===== src/rtl/fetch_if.sv =====
// Signal bundle between the fetch stage and its surroundings: hazard/redirect
// controls, the instruction-ROM port, and the F/D latch outputs.
interface fetch_if;
  logic        stall;
  logic        redirect_en;
  logic [11:0] redirect_target;
  logic [31:0] imem_data;
  logic [11:0] imem_addr;
  logic [31:0] o_insn;
  logic [11:0] o_PC_plus;
  logic        o_valid;
  logic [15:0] o_fetch_count;

  modport master (
    input  stall, redirect_en, redirect_target, imem_data,
    output imem_addr, o_insn, o_PC_plus, o_valid, o_fetch_count
  );

  modport slave (
    output stall, redirect_en, redirect_target, imem_data,
    input  imem_addr, o_insn, o_PC_plus, o_valid, o_fetch_count
  );
endinterface


===== src/rtl/fetch_stage.sv =====
// Instruction-fetch stage: owns the PC, hides the one-cycle ROM latency,
// holds its output on hazard stalls and squashes wrong-path fetches on redirect.
module fetch_stage (
  input  logic    clock,
  input  logic    reset,
  fetch_if.master bus
);

  localparam int PC_W   = 12;
  localparam int INSN_W = 32;

  typedef enum logic [1:0] {FILL, RUN, STALL} state_t;

  state_t              state;
  logic [PC_W-1:0]     pc_q;
  logic [PC_W-1:0]     pc_d;
  logic [INSN_W-1:0]   hold;
  logic [15:0]         fetch_count;

  logic                valid_pre;
  logic [INSN_W-1:0]   insn_pre;
  logic                valid;

  function automatic logic [PC_W-1:0] pc_inc(input logic [PC_W-1:0] pc);
    return PC_W'(pc + 1'b1);
  endfunction

  // Output select: ROM data while running, skid register while stalled.
  always_comb begin
    valid_pre = 1'b0;
    insn_pre  = '0;
    case (state)
      RUN: begin
        valid_pre = 1'b1;
        insn_pre  = bus.imem_data;
      end
      STALL: begin
        valid_pre = 1'b1;
        insn_pre  = hold;
      end
      default: begin
        valid_pre = 1'b0;
        insn_pre  = '0;
      end
    endcase
  end

  // A redirect in the same cycle marks the current output as wrong-path.
  assign valid             = valid_pre & ~bus.redirect_en;
  assign bus.o_valid       = valid;
  assign bus.o_insn        = valid ? insn_pre : '0;
  assign bus.o_PC_plus     = valid ? pc_inc(pc_d) : '0;
  assign bus.imem_addr     = pc_q;
  assign bus.o_fetch_count = fetch_count;

  always_ff @(posedge clock) begin
    if (reset) begin
      state <= FILL;
      pc_q  <= '0;
      pc_d  <= '0;
      hold  <= '0;
    end else if (bus.redirect_en) begin
      state <= FILL;
      pc_q  <= bus.redirect_target;
      hold  <= '0;
    end else begin
      case (state)
        FILL: begin
          state <= RUN;
          pc_d  <= pc_q;
          pc_q  <= pc_inc(pc_q);
        end
        RUN: begin
          if (bus.stall) begin
            state <= STALL;
            hold  <= bus.imem_data;
          end else begin
            pc_d  <= pc_q;
            pc_q  <= pc_inc(pc_q);
          end
        end
        STALL: begin
          if (!bus.stall) begin
            state <= RUN;
            pc_d  <= pc_q;
            pc_q  <= pc_inc(pc_q);
          end
        end
        default: state <= FILL;
      endcase
    end
  end

  // An instruction counts as delivered only when decode accepts it.
  always_ff @(posedge clock) begin
    if (reset) begin
      fetch_count <= '0;
    end else if (valid && !bus.stall) begin
      fetch_count <= 16'(fetch_count + 1'b1);
    end
  end

endmodule


===== src/flat_wrapper.sv =====
// flat-port wrapper written by rule: the top's interface ports become plain ports
module fetch_stage_flat 
  (clock, reset, bus_stall, bus_redirect_en, bus_redirect_target, bus_imem_data, bus_imem_addr, bus_o_insn, bus_o_PC_plus, bus_o_valid, bus_o_fetch_count);
  fetch_if bus_i ();
  input  logic clock;
  input  logic reset;
  input wire logic [$bits(bus_i.stall)-1:0] bus_stall;
  input wire logic [$bits(bus_i.redirect_en)-1:0] bus_redirect_en;
  input wire logic [$bits(bus_i.redirect_target)-1:0] bus_redirect_target;
  input wire logic [$bits(bus_i.imem_data)-1:0] bus_imem_data;
  output wire logic [$bits(bus_i.imem_addr)-1:0] bus_imem_addr;
  output wire logic [$bits(bus_i.o_insn)-1:0] bus_o_insn;
  output wire logic [$bits(bus_i.o_PC_plus)-1:0] bus_o_PC_plus;
  output wire logic [$bits(bus_i.o_valid)-1:0] bus_o_valid;
  output wire logic [$bits(bus_i.o_fetch_count)-1:0] bus_o_fetch_count;
  assign bus_i.stall = bus_stall;
  assign bus_i.redirect_en = bus_redirect_en;
  assign bus_i.redirect_target = bus_redirect_target;
  assign bus_i.imem_data = bus_imem_data;
  assign bus_imem_addr = bus_i.imem_addr;
  assign bus_o_insn = bus_i.o_insn;
  assign bus_o_PC_plus = bus_i.o_PC_plus;
  assign bus_o_valid = bus_i.o_valid;
  assign bus_o_fetch_count = bus_i.o_fetch_count;
  fetch_stage u_core (.clock(clock), .reset(reset), .bus(bus_i));
endmodule

===== config.mk =====
export PLATFORM = sky130hd
export DESIGN_NAME = fetch_stage_flat
export DESIGN_NICKNAME = d
export VERILOG_FILES = /design/src/rtl/fetch_if.sv /design/src/rtl/fetch_stage.sv /design/src/flat_wrapper.sv
export SDC_FILE = /design/constraint.sdc
export NUM_CORES = 1
export LEC_CHECK = 0
export BUFFER_PORTS_ARGS = -buffer_cell sky130_fd_sc_hd__buf_2
export CAP_MARGIN = 10
export CELL_PAD_IN_SITES_DETAIL_PLACEMENT = 1
export CELL_PAD_IN_SITES_GLOBAL_PLACEMENT = 2
export CORE_MARGIN = 5
export CORE_UTILIZATION = 28
export DETAILED_ROUTE_END_ITERATION = 8
export GPL_TIMING_DRIVEN = 0
export HOLD_SLACK_MARGIN = 0.03
export PLACE_DENSITY = 0.83
export SYNTH_ARGS = -nofsm -noshare
export SYNTH_HDL_FRONTEND = slang
export SYNTH_SLANG_ARGS = --single-unit

===== constraint.sdc =====
create_clock -name clock -period 3.55 [get_ports clock]
set_clock_uncertainty 0.2 [all_clocks]
set_input_delay 0.71 -clock clock [delete_from_list [all_inputs] [get_ports clock]]
set_output_delay 0.71 -clock clock [all_outputs]
set_load 0.02 [all_outputs]

# Word level (Yosys, flattened, before mapping)
# Index checks and enable logic that the tools add are counted.
# classes
n_addsub,3
eq_ne,6
n_mux,12
bitwise_logic,2
n_reduce_logical,11
# op_table
operator,count
$pmux 32 s2,1
$mux 12,4
$pmux 12 s2,2
$mux 32,1
$add 12x1->12 const B,2
$add 16x1->16 const B,1
$ne 2x2->1 const B,3
$pmux 2 s3,1
$reduce_and 2->1,3
$mux 2,2
$reduce_or 2->1,2
$ne 3x2->1 const B,1
$reduce_and 3->1,1
$reduce_bool 3->1,1
$eq 2x1->1 const B,1
$eq 2x2->1 const B,1
$logic_not 2->1,1
$reduce_bool 2->1,1
$and 1x1->1,1
$logic_and 1x1->1,1
$logic_not 1->1,1
$mux 1,1
$not 1->1,1
# totals
regBits,74
word_cells,39

# Depth between registers and ports, before layout
# Gate-level depths: netlist of the first run.
# logic_depth
ltp_word,5
ltp_mapped,8
depth_no_buf,6

# Least setup slack after synthesis of the first run
# No wires, ideal clock.
# synth_path
path_type,register -> output
from,register u_core.state[0]
to,output bus_o_insn[22]
arrival_ps,1681
slack_ps,959
path_stages_with_launch,7
path_buffers,2
cell_sequence,dfxtp_1 -> inv_1 -> ha_1 -> nand2b_1 -> clkbuf_1 -> buf_1 -> nor2_1
# synth_between
elab_chain_len,5
# synth_lines
item,line_no,rtl
"start, declared",fetch_stage.sv:14,state_t state;
"start signal, assigned",fetch_stage.sv:58,state <= FILL;
"start signal, assigned",fetch_stage.sv:63,state <= FILL;
"start signal, assigned",fetch_stage.sv:69,state <= RUN;
$eq 2x1->1 / $eq 2x2->1 (equally long branches),fetch_stage.sv:32,case (state)
$reduce_or 2->1 (no source line),-,
$mux 1,fetch_stage.sv:32,
$and 1x1->1,fetch_stage.sv:49,assign valid = valid_pre & ~bus.redirect_en;
$mux 32 (*),fetch_stage.sv:51,assign bus.o_insn = valid ? insn_pre : '0;
"end, declared",flat_wrapper.sv:12,output wire logic [$bits(bus_i.o_insn)-1:0] bus_o_insn;
# Mark *: on every way between the ends. The rest lies on a longest branch, timed or not.

# Worst setup path after layout of the first run
# layout_path
from,register u_core.state[0]
to,output bus_o_insn[1]
# Same word-level chain as after synthesis.

==> results of run 1 <==
==> kinds of logic after synthesis <==
logic type | synth area share
buffers and inverters | 0.0490
DFF | 0.394
adders and majority gates | 0.0300
and+or+nand+nor | 0.280
xor gates and xnor gates | 0.0606
muxes | 0.00566
AOI/OAI and AO/OA | 0.180
==> state kept, by name (all words and copies together), names as in the netlist <==
| register | flops |
|---|---|
| u_core.hold | 32 |
| u_core.bus.o_fetch_count | 16 |
| u_core.bus.imem_addr | 12 |
| u_core.pc_d | 12 |
| u_core.state | 2 |
==> metal layers <==
layer | global-route usage | up-vias
met5 | 0 | -
met3 | 0.0241 | 12
met4 | 0.0574 | 0
li1 | - | 1968
met2 | 0.264 | 66
met1 | 0.199 | 1952
==> power by group through the flow <==
stage	clock [mW]	combinational, mW	sequential, mW
final	1.00	0.237	0.887
after global routing	1.08	0.266	0.890
after CTS	1.04	0.240	0.887
after detailed placement	0	0.239	0.905
after global placement	0	0.233	0.903
after floorplan	0	0.134	0.908
==> worst register-to-register path, cell delays in order (launching register included) <==
cell and delay [ps]:
dfxtp_1 400, inv_1 110, ha_1 390, and2_4 170, buf_6 130, or3_4 380
buf_6 140, or4_1 460, a311oi_1 260
==> cell usage in the layout, fill, tap and decap left out, drive strengths merged, types with 3 or more instances in the layout <==
master  instances
buf           123
nand2          97
dfxtp          74
nor2           71
a21oi          50
clkbuf         44
a22oi          32
nand4          13
xor2           13
xnor2          13
nand3          10
ha              9
inv             7
nor3            7
a311oi          5
a211oi          5
o21ai           5
and3            4
nor4            4
and2            4
or3             4
and4            3
or4             3
o31ai           3
or2             3
==> area by class of cell <==
type / instances / share of cell area
plain buffers: 36 / 0.0334
flip-flops and latches: 74 / 0.302
repair buffers: 119 / 0.121
clock buffers: 12 / 0.0543
clock inverters: 2 / 0.0122
multi-input cells: 376 / 0.426
inverters: 7 / 0.00536
well taps: 176 / 0.0449
==> final timing paths <==
kind / endpoint / cells after the start
hold reg to reg: u_core.hold[11] / 2
hold / removal: u_core.hold[11] / 2
setup reg to reg: u_core.bus.imem_addr[7] / 8
setup / recovery: bus_o_insn[1] / 7
==> impl_metrics.py, run 1 <==
metrics = {
    "outcome": {
        "status": "finished clean",
    },
    "cells_and_area": {
        "utilization": 0.372,
        "final-seq-area_sq_um": 1480,
        "multi_input_area_sq_um": 2090,
        "area_growth_pct": 30.6,
        "diodes": 0,
        "layout.cells.non_filler": 802,
        "n_fill_cell": 1655,
        "drive_above_1_share": 0.238,
        "final_area_sq_um": 4910,
        "fin_nets": 680,
    },
    "sta": {
        "fin_crit_sh": 0.913,
        "post-route-worst-setup-slack_ps": 309,
        "timing.fmax_mhz": 309,
        "rsz0062_at_grt": "false",
        "drv_slew": 0,
        "slew_headroom": 0.581,
        "whs_ps": 252,
        "final_period_minus_worst_setup_slack_ps": 3240,
        "finalSetupTns_ps": 0,
        "hold_violations": 0,
        "tightest_slew_ps": 622,
        "finalSetupViolations": 0,
    },
    "floorplan": {
        "coreArea_sq_um": 13200,
        "floorplan.die_area_sq_um": 15800,
        "std_cell_rows": 42,
        "initial_utilization": 0.285,
        "die_h_microns": 126,
        "ios": 121,
        "die_w_microns": 126,
    },
    "power": {
        "p_per_area_nw_per_um2": 433,
        "sequentialPowerShare": 0.417,
        "vdd_ir_drop_max_uv": 173,
        "combPwrFrac": 0.111,
        "netSwitchingPower_mw": 0.517,
        "p_int_mw": 1.61,
        "p_total_mw": 2.12,
        "p_leak_nw": 1.92,
        "switching_share": 0.243,
        "p_clk_frac": 0.471,
    },
    "worst_setup_path": {
        "crit_path_top_delay_cell": "dfxtp_1",
        "r2r_start": "u_core.state[0]",
        "critPathTopFamily": "buffers and inverters",
        "required_ps": 2640,
        "worst-path-buf-inv": 4,
        "path_max_fanout": 10,
        "r2r_slack_ps": 820,
        "crit_top_cell": "clkbuf_2",
        "crit_start": "u_core.state[0]",
        "critPathLaunchType": "flop",
        "cp.arrival_ps": 2330,
        "worstPathCellList": "inv_1 > ha_1 > nand2b_1 > clkbuf_2 > clkbuf_2 > nor2_1 > buf_2",
        "cp_slowest_stage_delay_ps": 400,
        "worstSetupPathType": "flop to output port",
        "cp-end-kind": "output port",
    },
    "yosys": {
        "syn_area_per_cell_sq_um": 7.62,
        "synthTopCellsByArea": "dfxtp_1 39%, nand2_1 9.7%, nor2_1 7.1%",
        "synthFlopType": "dfxtp_1",
        "synth_area_sq_um": 3760,
        "netlist_top_cells_count": "97 x nand2_1, 74 x dfxtp_1, 71 x nor2_1, 50 x a21oi_1, 32 x a22oi_1",
        "synthCells": 493,
        "syn_nets": 550,
        "synth.distinct_cells": 48,
        "yosys_warnings": 0,
        "yosysMostFrequentCell": "nand2_1",
        "yosysTopAreaCellShare": 0.394,
        "synth_top_cell_by_area": "dfxtp_1",
        "ys_seq_area_frac": 0.394,
        "ys_ff_latch": 74,
        "async_flop_share": 0,
        "synth-edff-count": 0,
    },
    "clocking": {
        "cts_hold_buf": 0,
        "path_clk_slew_ps": 50,
        "clkLatencyLatePin_ps": 340,
        "cts_buffers": 9,
        "cts_tree": "yes",
        "cts_resized": 1,
        "htreeDepth": 3,
        "cts_max_path_buffers": 2,
        "root_buffer": "clkbuf_16",
        "clock-sinks": 74,
        "post_cts_buffers": 0,
    },
    "global_routing": {
        "grt_max_degree": 12,
        "track_usage": 0.155,
        "grt_pass1_vias": 4119,
        "antenna_found_initial": 0,
        "gr-total-overflow": 0,
        "grt_pass1_wl_microns": 20500,
    },
    "drt": {
        "dr.max_layer_used": "met4",
        "wl_met2_microns": 5990,
        "route.detailed.drc": 0,
        "wl_met3_microns": 365,
        "routed_wl_microns": 12200,
        "wl_met1_microns": 5600,
        "avgViaCountPerCell": 4.99,
        "num_vias": 3998,
        "ant_nets": 0,
        "dr.pass1.iters": 4,
        "drt-initial-drc-count": 214,
        "wl_per_cell_microns": 15.2,
    },
    "placed_design": {
        "gp_congestion": 0.802,
        "portBuffers": 119,
        "place_ws_ps": 166,
        "hpwl_microns": 9280,
        "placed_cells": 788,
        "placed_cell_area_sq_um": 4570,
    },
    "hold_path": {
        "min-delay-start": "u_core.hold[11]",
        "hold_class": "flop to flop",
    },
    "flow_run": {
        "max-cap-violations": 0,
    },
}
No activity file was read; power rests on OpenSTA's default activity.
==> run 2: changes to the inputs <==
BUFFER_PORTS_ARGS = default   (was -buffer_cell sky130_fd_sc_hd__buf_2)
CORE_ASPECT_RATIO = 1.4   (was default)
CORE_UTILIZATION = 35   (was 28)
DONT_BUFFER_PORTS = 1   (was default)
==> impl_metrics.py, run 2 (synthesis gave the netlist of run 1 again) <==
metrics = {
    "outcome": {
        "status": "finished clean",
    },
    "clocking": {
        "cts_max_path_buffers": 2,
        "post_cts_buffers": 0,
        "htreeDepth": 3,
        "cts_buffers": 9,
        "root_buffer": "clkbuf_16",
        "cts_resized": 1,
        "path_clk_slew_ps": 60,
        "cts_hold_buf": 0,
        "clock-sinks": 74,
        "cts_tree": "yes",
        "clkLatencyLatePin_ps": 330,
    },
    "power": {
        "p_leak_nw": 1.30,
        "p_total_mw": 1.93,
        "vdd_ir_drop_max_uv": 225,
        "p_per_area_nw_per_um2": 457,
    },
    "cells_and_area": {
        "fin_nets": 561,
        "mostFrequentLayoutCell": "nand2_1",
        "most-common-layout-cells": "97 x nand2_1, 74 x dfxtp_1, 71 x nor2_1",
        "regMostFlops": "u_core.hold",
        "area_growth_pct": 12.1,
        "largest_register_ffs": 32,
        "drive_above_1_share": 0.0550,
        "n_fill_cell": 1300,
        "diodes": 0,
    },
    "worst_setup_path": {
        "r2r_start": "u_core.state[0]",
        "r2r-end": "u_core.bus.imem_addr[9]",
        "critPathLaunchType": "flop",
        "cp-end-kind": "output port",
        "required_ps": 2640,
        "cp.arrival_ps": 2390,
        "worstSetupPathType": "flop to output port",
        "path_max_fanout": 10,
        "rr_worst_depth": 8,
        "r2r_slack_ps": 810,
    },
    "floorplan": {
        "floorplan.die_area_sq_um": 12900,
        "die_w_microns": 97.6,
        "die_h_microns": 133,
        "coreArea_sq_um": 10500,
        "std_cell_rows": 44,
        "initial_utilization": 0.359,
        "ios": 121,
    },
    "sta": {
        "finalSetupViolations": 0,
        "drv_slew": 0,
        "rsz0062_at_grt": "false",
        "tightest_slew_ps": 594,
        "hold_violations": 0,
        "timing.fmax_mhz": 303,
        "finalSetupTns_ps": 0,
        "whs_ps": 255,
        "slew_headroom": 0.600,
        "final_period_minus_worst_setup_slack_ps": 3300,
        "fin_crit_sh": 0.928,
    },
    "hold_path": {
        "min-delay-start": "u_core.hold[20]",
        "hold_path_depth": 2,
        "min_to": "u_core.hold[20]",
        "hold_class": "flop to flop",
    },
    "drt": {
        "route.detailed.drc": 0,
        "num_vias": 3524,
        "routed_wl_microns": 10900,
        "dr.pass1.iters": 4,
        "avgViaCountPerCell": 5.45,
        "drt-initial-drc-count": 114,
        "wl_per_cell_microns": 16.9,
        "ant_nets": 0,
    },
    "global_routing": {
        "grt_pass1_wl_microns": 18100,
        "gr-total-overflow": 0,
        "track_usage": 0.169,
        "grt_use_met2": 0.308,
        "grt_max_degree": 14,
        "grt_pass1_vias": 3647,
        "grt_use_met1": 0.188,
        "top_usage_layer": "met2",
        "met3_usage": 0.0442,
        "antenna_found_initial": 0,
    },
    "placed_design": {
        "portBuffers": 0,
        "hpwl_microns": 8410,
        "gp_congestion": 0.730,
    },
    "flow_run": {
        "max-cap-violations": 0,
    },
}
run 2: worst max-delay path, cell delays in order (launching register included):
cell and delay (ps):
dfxtp_1 400, inv_1 110, ha_1 400, nand2b_1 160, clkbuf_2 260, buf_1 290, nor2_1 430
run 2: area by class of cell:
| cell class | instances | area, sq um | area share |
|---|---|---|---|
| buffer | 36 | 159 | 0.0377 |
| clock buffer | 10 | 239 | 0.0567 |
| clock inverter | 6 | 42.5 | 0.0101 |
| inverter | 7 | 26.3 | 0.00624 |
| multi-input combinational | 376 | 2090 | 0.497 |
| sequential | 74 | 1480 | 0.352 |
| tap | 138 | 173 | 0.0410 |
run 2: worst max-delay path by stage:
stage                          startpoint                to  slack [ps]
after CTS                 u_core.state[1]  bus_o_PC_plus[5]         150
after global routing      u_core.state[0]    bus_o_insn[30]          10
final                     u_core.state[0]  bus_o_PC_plus[3]         250
after floorplan           u_core.state[0]    bus_o_insn[22]         960
after detailed placement  u_core.state[0]  bus_o_PC_plus[5]         280
after global placement    u_core.state[0]  bus_o_PC_plus[5]         320
run 2: layer usage:
metal	vias up	wire length, microns
met2	84	5770
met4	0	169
met3	11	611
met1	1693	4380
li1	1736	-
met5	-	0
run 2: where the power goes:
part	internal (mW)	total, mW	switching [mW]
clock	0.492	0.855	0.363
sequential	0.854	0.901	0.0468
combinational	0.0585	0.170	0.111
total	1.40	1.93	0.521
run 2: metrics by stage:
| step | setup slack (ps) | cells | utilization | instance area [sq um] |
|---|---|---|---|---|
| 2_1_floorplan | 959 | 493 | - | 3760 |
| 3_3_place_gp | 323 | 631 | 0.376 | 3930 |
| 3_5_place_dp | 284 | 631 | 0.376 | 3930 |
| 4_1_cts | 149 | 647 | 0.403 | 4210 |
| 5_1_grt | 9.51 | 647 | 0.403 | 4210 |
| 6_report | 254 | 647 | 0.403 | 4210 |
